===== config.mk =====
export PLATFORM = sky130hd
export DESIGN_NAME = fetch_unit
export DESIGN_NICKNAME = d
export VERILOG_FILES = /design/src/rtl/fetch_unit_pkg.sv /design/src/rtl/fetch_unit_queue.sv /design/src/rtl/fetch_unit.sv
export SDC_FILE = /design/constraint.sdc
export NUM_CORES = 1
export LEC_CHECK = 0
export ABC_AREA = 1
export CORE_MARGIN = 5
export CORE_UTILIZATION = 60
export DETAILED_ROUTE_END_ITERATION = 16
export HOLD_SLACK_MARGIN = 0.1
export PLACE_DENSITY = 0.87
export SLEW_MARGIN = 20
export SYNTH_ARGS = -nofsm -noshare
export SYNTH_HDL_FRONTEND = slang
export SYNTH_SLANG_ARGS = --single-unit

===== constraint.sdc =====
create_clock -name CLK -period 5.33 [get_ports CLK]
set_input_delay 1.066 -clock CLK [delete_from_list [all_inputs] [get_ports CLK]]
set_output_delay 1.066 -clock CLK [all_outputs]
set_load 0.005 [all_outputs]

===== src/rtl/fetch_unit_pkg.sv =====
// fetch_unit_pkg: shared widths, queue depth and FSM encoding for the fetch unit
package fetch_unit_pkg;
  localparam int DEF_BITS = 16;
  localparam int DEF_ADDRESS_BITS = 8;
  localparam int QUEUE_DEPTH = 3;
  typedef enum logic {IDLE = 1'b0, RUN = 1'b1} state_t;
endpackage


===== src/rtl/fetch_unit_queue.sv =====
// fetch_queue: 3-entry in-order shift queue; entry 0 is the registered head
module fetch_queue
  import fetch_unit_pkg::*;
#(
  parameter int W = DEF_BITS + DEF_ADDRESS_BITS
) (
  input  logic         clk_i,
  input  logic         rst_ni,
  input  logic         push_i,
  input  logic         pop_i,
  input  logic         flush_i,
  input  logic [W-1:0] data_i,
  output logic [W-1:0] data_o,
  output logic         valid_o,
  output logic [1:0]   count_o
);
  logic [W-1:0] mem_q [QUEUE_DEPTH];
  logic [W-1:0] mem_d [QUEUE_DEPTH];
  logic [1:0]   count_q, count_d, base;
  // shift toward the head on pop; a push lands just past the surviving entries
  always_comb begin
    base = count_q - 2'(pop_i);
    for (int i = 0; i < QUEUE_DEPTH; i++)
      mem_d[i] = (push_i && base == 2'(i)) ? data_i : pop_i ? mem_q[(i + 1) % QUEUE_DEPTH] : mem_q[i];
    count_d = flush_i ? 2'd0 : count_q + 2'(push_i) - 2'(pop_i);
  end
  // storage and occupancy registers
  always_ff @(posedge clk_i or negedge rst_ni)
    if (!rst_ni) begin
      for (int i = 0; i < QUEUE_DEPTH; i++) mem_q[i] <= '0;
      count_q <= '0;
    end else begin
      for (int i = 0; i < QUEUE_DEPTH; i++) mem_q[i] <= mem_d[i];
      count_q <= count_d;
    end
  assign data_o  = mem_q[0];
  assign valid_o = count_q != 2'd0;
  assign count_o = count_q;
endmodule


===== src/rtl/fetch_unit.sv =====
// fetch_unit: credit-limited instruction fetcher with branch redirect and 3-entry queue
module fetch_unit
  import fetch_unit_pkg::*;
#(
  parameter int BITS         = DEF_BITS,
  parameter int ADDRESS_BITS = DEF_ADDRESS_BITS,
  parameter int RESET_VECTOR = 0
) (
  input  logic                    CLK,
  input  logic                    RSTb,
  input  logic                    ENABLE,
  output logic [ADDRESS_BITS-1:0] MEM_ADDRESS,
  input  logic [BITS-1:0]         MEM_DATA,
  input  logic                    BRANCH_VALID,
  input  logic [ADDRESS_BITS-1:0] BRANCH_TARGET,
  output logic [BITS-1:0]         INSTR,
  output logic [ADDRESS_BITS-1:0] INSTR_PC,
  output logic                    INSTR_VALID,
  input  logic                    INSTR_READY
);
  state_t                  state_q;
  logic [ADDRESS_BITS-1:0] pc_q, pc_d, tag_q;
  logic                    inflight_q, issue, push, pop;
  logic [1:0]              count;
  // credit check uses only registered occupancy; a branch suppresses issue, push and pop
  always_comb begin
    issue = state_q == RUN && !BRANCH_VALID && ({1'b0, count} + {2'b0, inflight_q}) < 3'(QUEUE_DEPTH);
    pc_d  = BRANCH_VALID ? BRANCH_TARGET : issue ? pc_q + 1'b1 : pc_q;
    push  = inflight_q && !BRANCH_VALID;
    pop   = INSTR_VALID && INSTR_READY && !BRANCH_VALID;
  end
  // IDLE/RUN FSM plus PC and in-flight tracking
  always_ff @(posedge CLK or negedge RSTb)
    if (!RSTb) begin
      state_q    <= IDLE;
      pc_q       <= ADDRESS_BITS'(RESET_VECTOR);
      tag_q      <= '0;
      inflight_q <= 1'b0;
    end else begin
      state_q    <= ENABLE ? RUN : IDLE;
      pc_q       <= pc_d;
      tag_q      <= issue ? pc_q : tag_q;
      inflight_q <= issue;
    end
  fetch_queue #(.W(BITS + ADDRESS_BITS)) u_queue (
    .clk_i   (CLK),
    .rst_ni  (RSTb),
    .push_i  (push),
    .pop_i   (pop),
    .flush_i (BRANCH_VALID),
    .data_i  ({MEM_DATA, tag_q}),
    .data_o  ({INSTR, INSTR_PC}),
    .valid_o (INSTR_VALID),
    .count_o (count)
  );
  assign MEM_ADDRESS = pc_q;
endmodule


== Yosys cells after proc, flatten, opt, wreduce, memory -nomap -nowiden ==
Cells that the tools add are included.

* Word-level logic and storage cells: 41
* Output and inout bits: 33
* Register bits after elaboration: 92

* Muxes and demuxes: 10
* Reductions and logical operators: 15
* $add $sub $neg: 5
* Equality and inequality tests: 2
* Magnitude comparators: 1

{| class="wikitable"
|+ Operators with widths
! operator !! count
|-
| $mux W24 || 6
|-
| $mux W8 || 2
|-
| $reduce_bool A2 Y1 || 5
|-
| $add A8 B1 Y8 const B || 1
|-
| $logic_and A1 B1 Y1 || 8
|-
| $sub A2 B1 Y2 || 2
|-
| $add A2 B1 Y3 || 1
|-
| $lt A3 B2 Y1 const B || 1
|-
| $add A2 B1 Y2 || 1
|-
| $eq A2 B1 Y1 const B || 1
|-
| $eq A2 B2 Y1 const B || 1
|-
| $logic_not A2 Y1 || 1
|-
| $mux W2 || 1
|-
| $logic_not A1 Y1 || 1
|-
| $mux W1 || 1
|}

== Longest topological paths before layout ==
* Word-level depth: 7
* Gate-level depth with buffers: 14
* Mapped depth without buffers: 10

== By module ==
Synthesis repeated with hierarchy kept, for this count alone.

* Cells, all modules: 755
* Area total of the unflattened synthesis: 5262.5 µm²

{| class="wikitable"
|+ By module, submodules not included
! module !! sequential area each (µm²) !! area each (µm²) !! times used !! cells an instance
|-
| fetch_queue || 1851.8 || 4311.6 || 1 || 630
|-
| fetch_unit || 450.4 || 950.9 || 1 || 125
|}

== Worst setup path after synthesis ==
Ideal clock, no wire load.

* Path kind: input-to-reg
* Start point: input BRANCH_VALID
* End point: register u_queue.mem_q[25] (netlist bit)
* Buffers on the path: 4
* Stages on the path: 12
* Arrival: 2.673 ns
* Setup slack: 2.533 ns
* Cells stage by stage: inv_2 buf_4 nand2_1 nor2_4 buf_2 ha_1 nor2_2 nand2_2 buf_6 buf_4 nand3_1 nand3_1

* Longest elaborated chain between the ends: 6

{| class="wikitable"
|+ RTL lines
! element !! line !! RTL
|-
| start: declaration || fetch_unit.sv:14 || <nowiki>input logic BRANCH_VALID,</nowiki>
|-
| $logic_not A1 Y1 (*) || fetch_unit.sv:29, fetch_unit.sv:30 ||
|-
| $logic_and A1 B1 Y1 || fetch_unit.sv:30 || <nowiki>pop = INSTR_VALID && INSTR_READY && !BRANCH_VALID;</nowiki>
|-
| $sub A2 B1 Y2 || fetch_unit_queue.sv:22 || <nowiki>base = count_q - 2'(pop_i);</nowiki>
|-
| $eq A2 B1 Y1 || fetch_unit_queue.sv:24 || <nowiki>mem_d[i] = (push_i && base == 2'(i)) ? data_i : pop_i ? mem_q[(i + 1) % QUEUE_DEPTH] : mem_q[i];</nowiki>
|-
| $logic_and A1 B1 Y1 || fetch_unit_queue.sv:24 ||
|-
| $mux W24 or $reduce_bool A2 Y1 (tied branches) || n/a ||
|-
| end: declaration || fetch_unit_queue.sv:17 || <nowiki>logic [W-1:0] mem_q [QUEUE_DEPTH];</nowiki>
|}

Mark *: on every way between the ends. The rest lies on a longest branch, timed or not.
A chain may end at the register's enable or synchronous reset.

== Final worst setup path ==
* Start point: input BRANCH_VALID
* End point: register u_queue.mem_q[39] (netlist bit)

The elaborated chain is that of the path after synthesis.

==> results.toml <==
[timing]
slew_headroom = 0.411
max_freq_mhz = 268
worst_slew_pin_slew_ps = 880
rsz0062_at_grt = "no"
finalCritPeriodShare = 0.700
maxSlewViolCount = 0
min_period_ps = 3730
finalSetupTns_ps = 0
fin_skew_ps = 11.5
hold_viol = 0
setup_viol = 0
fin_ws_ps = 1600

[setup_path]
cp-end-kind = "register"
r2r_cells = 9
path_cells = "clkdlybuf4s50_1, inv_2, nand2_1, nor2_4, ha_1, inv_1, nand2_1, nand2_2, nand2_2, nand3_1, nand3_1"
cpPeakStageDelay_ps = 710
slowest_stage = "clkdlybuf4s50_1"
r2r_end = "u_queue.mem_q[39]"
rr_startpoint = "u_queue.count_o[1]"
worst_ep_required_time_ps = 5560
cp_max_fo = 48
path_buf_inv = 3
critPathArrivalTime_ps = 3960
startpoint_type = "primary input"
critPathTopFamily = "simple AND/OR/NAND/NOR gates"
rrSetupSlack_ps = 2620
critical_path_class = "primary input to register"

[global_route]
grt_pass1_wl_mm = 20.9
gr-usage-all-layers = 0.255
antenna_found_initial = 0
grt_max_degree = 59
grt_pass1_vias = 4564
overflow = 0

[yosys]
yosysMostFrequentCell = "nand3_1"
synth_area_leader_cell = "dfrtp_1"
synthArstFlopShare = 1.00
synth-edff-count = 0
synthFlopType = "dfrtp_1"
synth_commonest_cells = "nand3_1 (199), nand2_1 (177), dfrtp_1 (92), inv_1 (71), nor2_1 (32)"
synth_compound_area_frac = 0.0126
synthAdderAreaFrac = 0.0126
syn_area_per_cell_um2 = 7.46
syn_inst = 665
synthTopCellsByArea = "dfrtp_1 (46%), nand3_1 (20%), nand2_1 (13%)"
yosys.cell_types.count = 20
muxShareOfSynthArea = 0
yosysSeqAreaShare = 0.464
synth-seq-cells = 92
syn_area_um2 = 4960
synthXorXnorAreaFrac = 0.00176
synth_top_family_by_area = "simple AND/OR/NAND/NOR gates"
synth_warnings = 0
syn_nets = 699
synth-simple-area-share = 0.378
synth_top_cell_area_share = 0.464

[clocking]
cts_root_buffer = "clkbuf_8"
clkTransAtPathRegs_ps = 90
cts_tree = "done"
cts_hold_buf = 0
cts_inserted_buffers = 9
cts_post_setup_buffers_inserted = 0
cts_buffer_depth = 2
clkSinkCount = 92
cts_resized = 0
insertion_delay_ps = 360
ctsHtreeMaxLevel = 3

[floorplan]
std_cell_rows = 33
pin_count = 62
die_h_um = 101
start_util = 0.610
die_w_um = 101
dieArea_um2 = 10200
core-area_um2 = 8130

[cells_and_area]
final_nets = 717
drive_gt1_frac = 0.0524
synthToLayoutAreaGrowth_pct = 12.8
multiInputGateArea_um2 = 2010
seq_area_um2 = 2300
antennaDiodeCount = 0
nFillCells = 636

[worst_hold_path]
whs_path_depth = 2
holdCritPathClass = "register to register"
min_to = "u_queue.mem_q[5]"
worstHoldStart = "u_queue.mem_q[5]"

[power]
ir_drop_v = 0.000166
power.density_nw_per_um2 = 419
p_leak_nw = 2.79

[routing]
dr.pass1.iters = 5
vias_per_cell = 5.74
vias = 4544
drc_errors = 0
drt_wl_total_mm = 12.4
ant_nets = 0
drt_iter0_drc = 408
wire_per_inst_um = 15.6

[placement]
dp_slack_ps = 1300
gp_congestion = 0.851
dp_hpwl_mm = 7.90
io_buffers = 61

[flow_run]
max_cap_viol_count = 0

[run_status]
status = "complete, no violations"
==> how the worst max path moves through the flow <==
stage               slack (ps)           endpoint          from  depth (start not counted)
finish                    1600  u_queue.mem_q[39]  BRANCH_VALID                         11
global route              1410  u_queue.mem_q[26]  BRANCH_VALID                         11
CTS                       1650  u_queue.mem_q[39]  BRANCH_VALID                         11
detailed placement        1300  u_queue.mem_q[39]  BRANCH_VALID                         11
global placement          1460  u_queue.mem_q[25]  BRANCH_VALID                         11
floorplan                 2530  u_queue.mem_q[25]  BRANCH_VALID                         12
==> cell families after synthesis <==
| kind of cell | after synthesis |
|---|---|
| DFF | 92 |
| adders and majority gates | 5 |
| and+or+nand+nor | 420 |
| buffers and inverters | 135 |
| AOI/OAI and AO/OA | 12 |
| xor gates and xnor gates | 1 |
==> per-layer routing <==
layer	GRT usage	share of wire
met5	0	0
met4	0.0941	0.014
met3	0.0484	0.070
met2	0.424	0.50
met1	0.331	0.42
==> per-stage QoR <==
stage	cells	instance area [µm²]	total power, mW	util	hold WS, ps
after floorplan	665	4960	1.59	-	449
after global placement	777	5380	1.78	0.662	463
after detailed placement	777	5380	1.83	0.662	470
after CTS	792	5600	2.35	0.688	491
after global routing	792	5600	2.50	0.688	525
final	792	5600	2.35	0.688	494
==> placed cells by master, fill, tap and decap left out, types with 2 or more instances in the layout <==
| cell type | count |
|---|---|
| inv_2 | 4 |
| clkbuf_8 | 10 |
| ha_1 | 5 |
| nor2_1 | 32 |
| dfrtp_1 | 92 |
| nor2_2 | 2 |
| nor2_4 | 4 |
| clkdlybuf4s50_1 | 60 |
| nand2_1 | 176 |
| bufinv_16 | 2 |
| o21ai_0 | 11 |
| nand2_2 | 5 |
| buf_4 | 7 |
| inv_1 | 71 |
| nand3_1 | 199 |
==> registers in the layout, summed over array words and instances (netlist names) <==
signal and count:
u_queue.data_o 24, u_queue.mem_q 48, state_q 1, MEM_ADDRESS 8, u_queue.count_o 2, inflight_q 1
tag_q 8
==> where the power goes <==
| group | switching, mW | internal [mW] | total (mW) |
|---|---|---|---|
| clock | 0.243 | 0.275 | 0.518 |
| sequential | 0.195 | 0.951 | 1.15 |
| combinational | 0.338 | 0.343 | 0.681 |
| total | 0.776 | 1.57 | 2.35 |
==> worst reg2reg max path: stages, from the launching register on <==
cell and delay, ps:
dfrtp_1 490, nor2_1 230, nor2_4 60, ha_1 190, inv_1 50, nand2_1 50, nand2_2 450, nand2_2 670
nand3_1 270, nand3_1 120
==> final cells by class <==
cell class                      count  area share
Sequential cell                    92       0.411
Multi-Input combinational cell    438       0.360
Timing Repair Buffer               67       0.117
Inverter                           75      0.0503
Clock buffer                       11      0.0253
Tap cell                          105      0.0235
Clock inverter                      4      0.0132
Note: power is estimated with default switching activity, not from simulation.
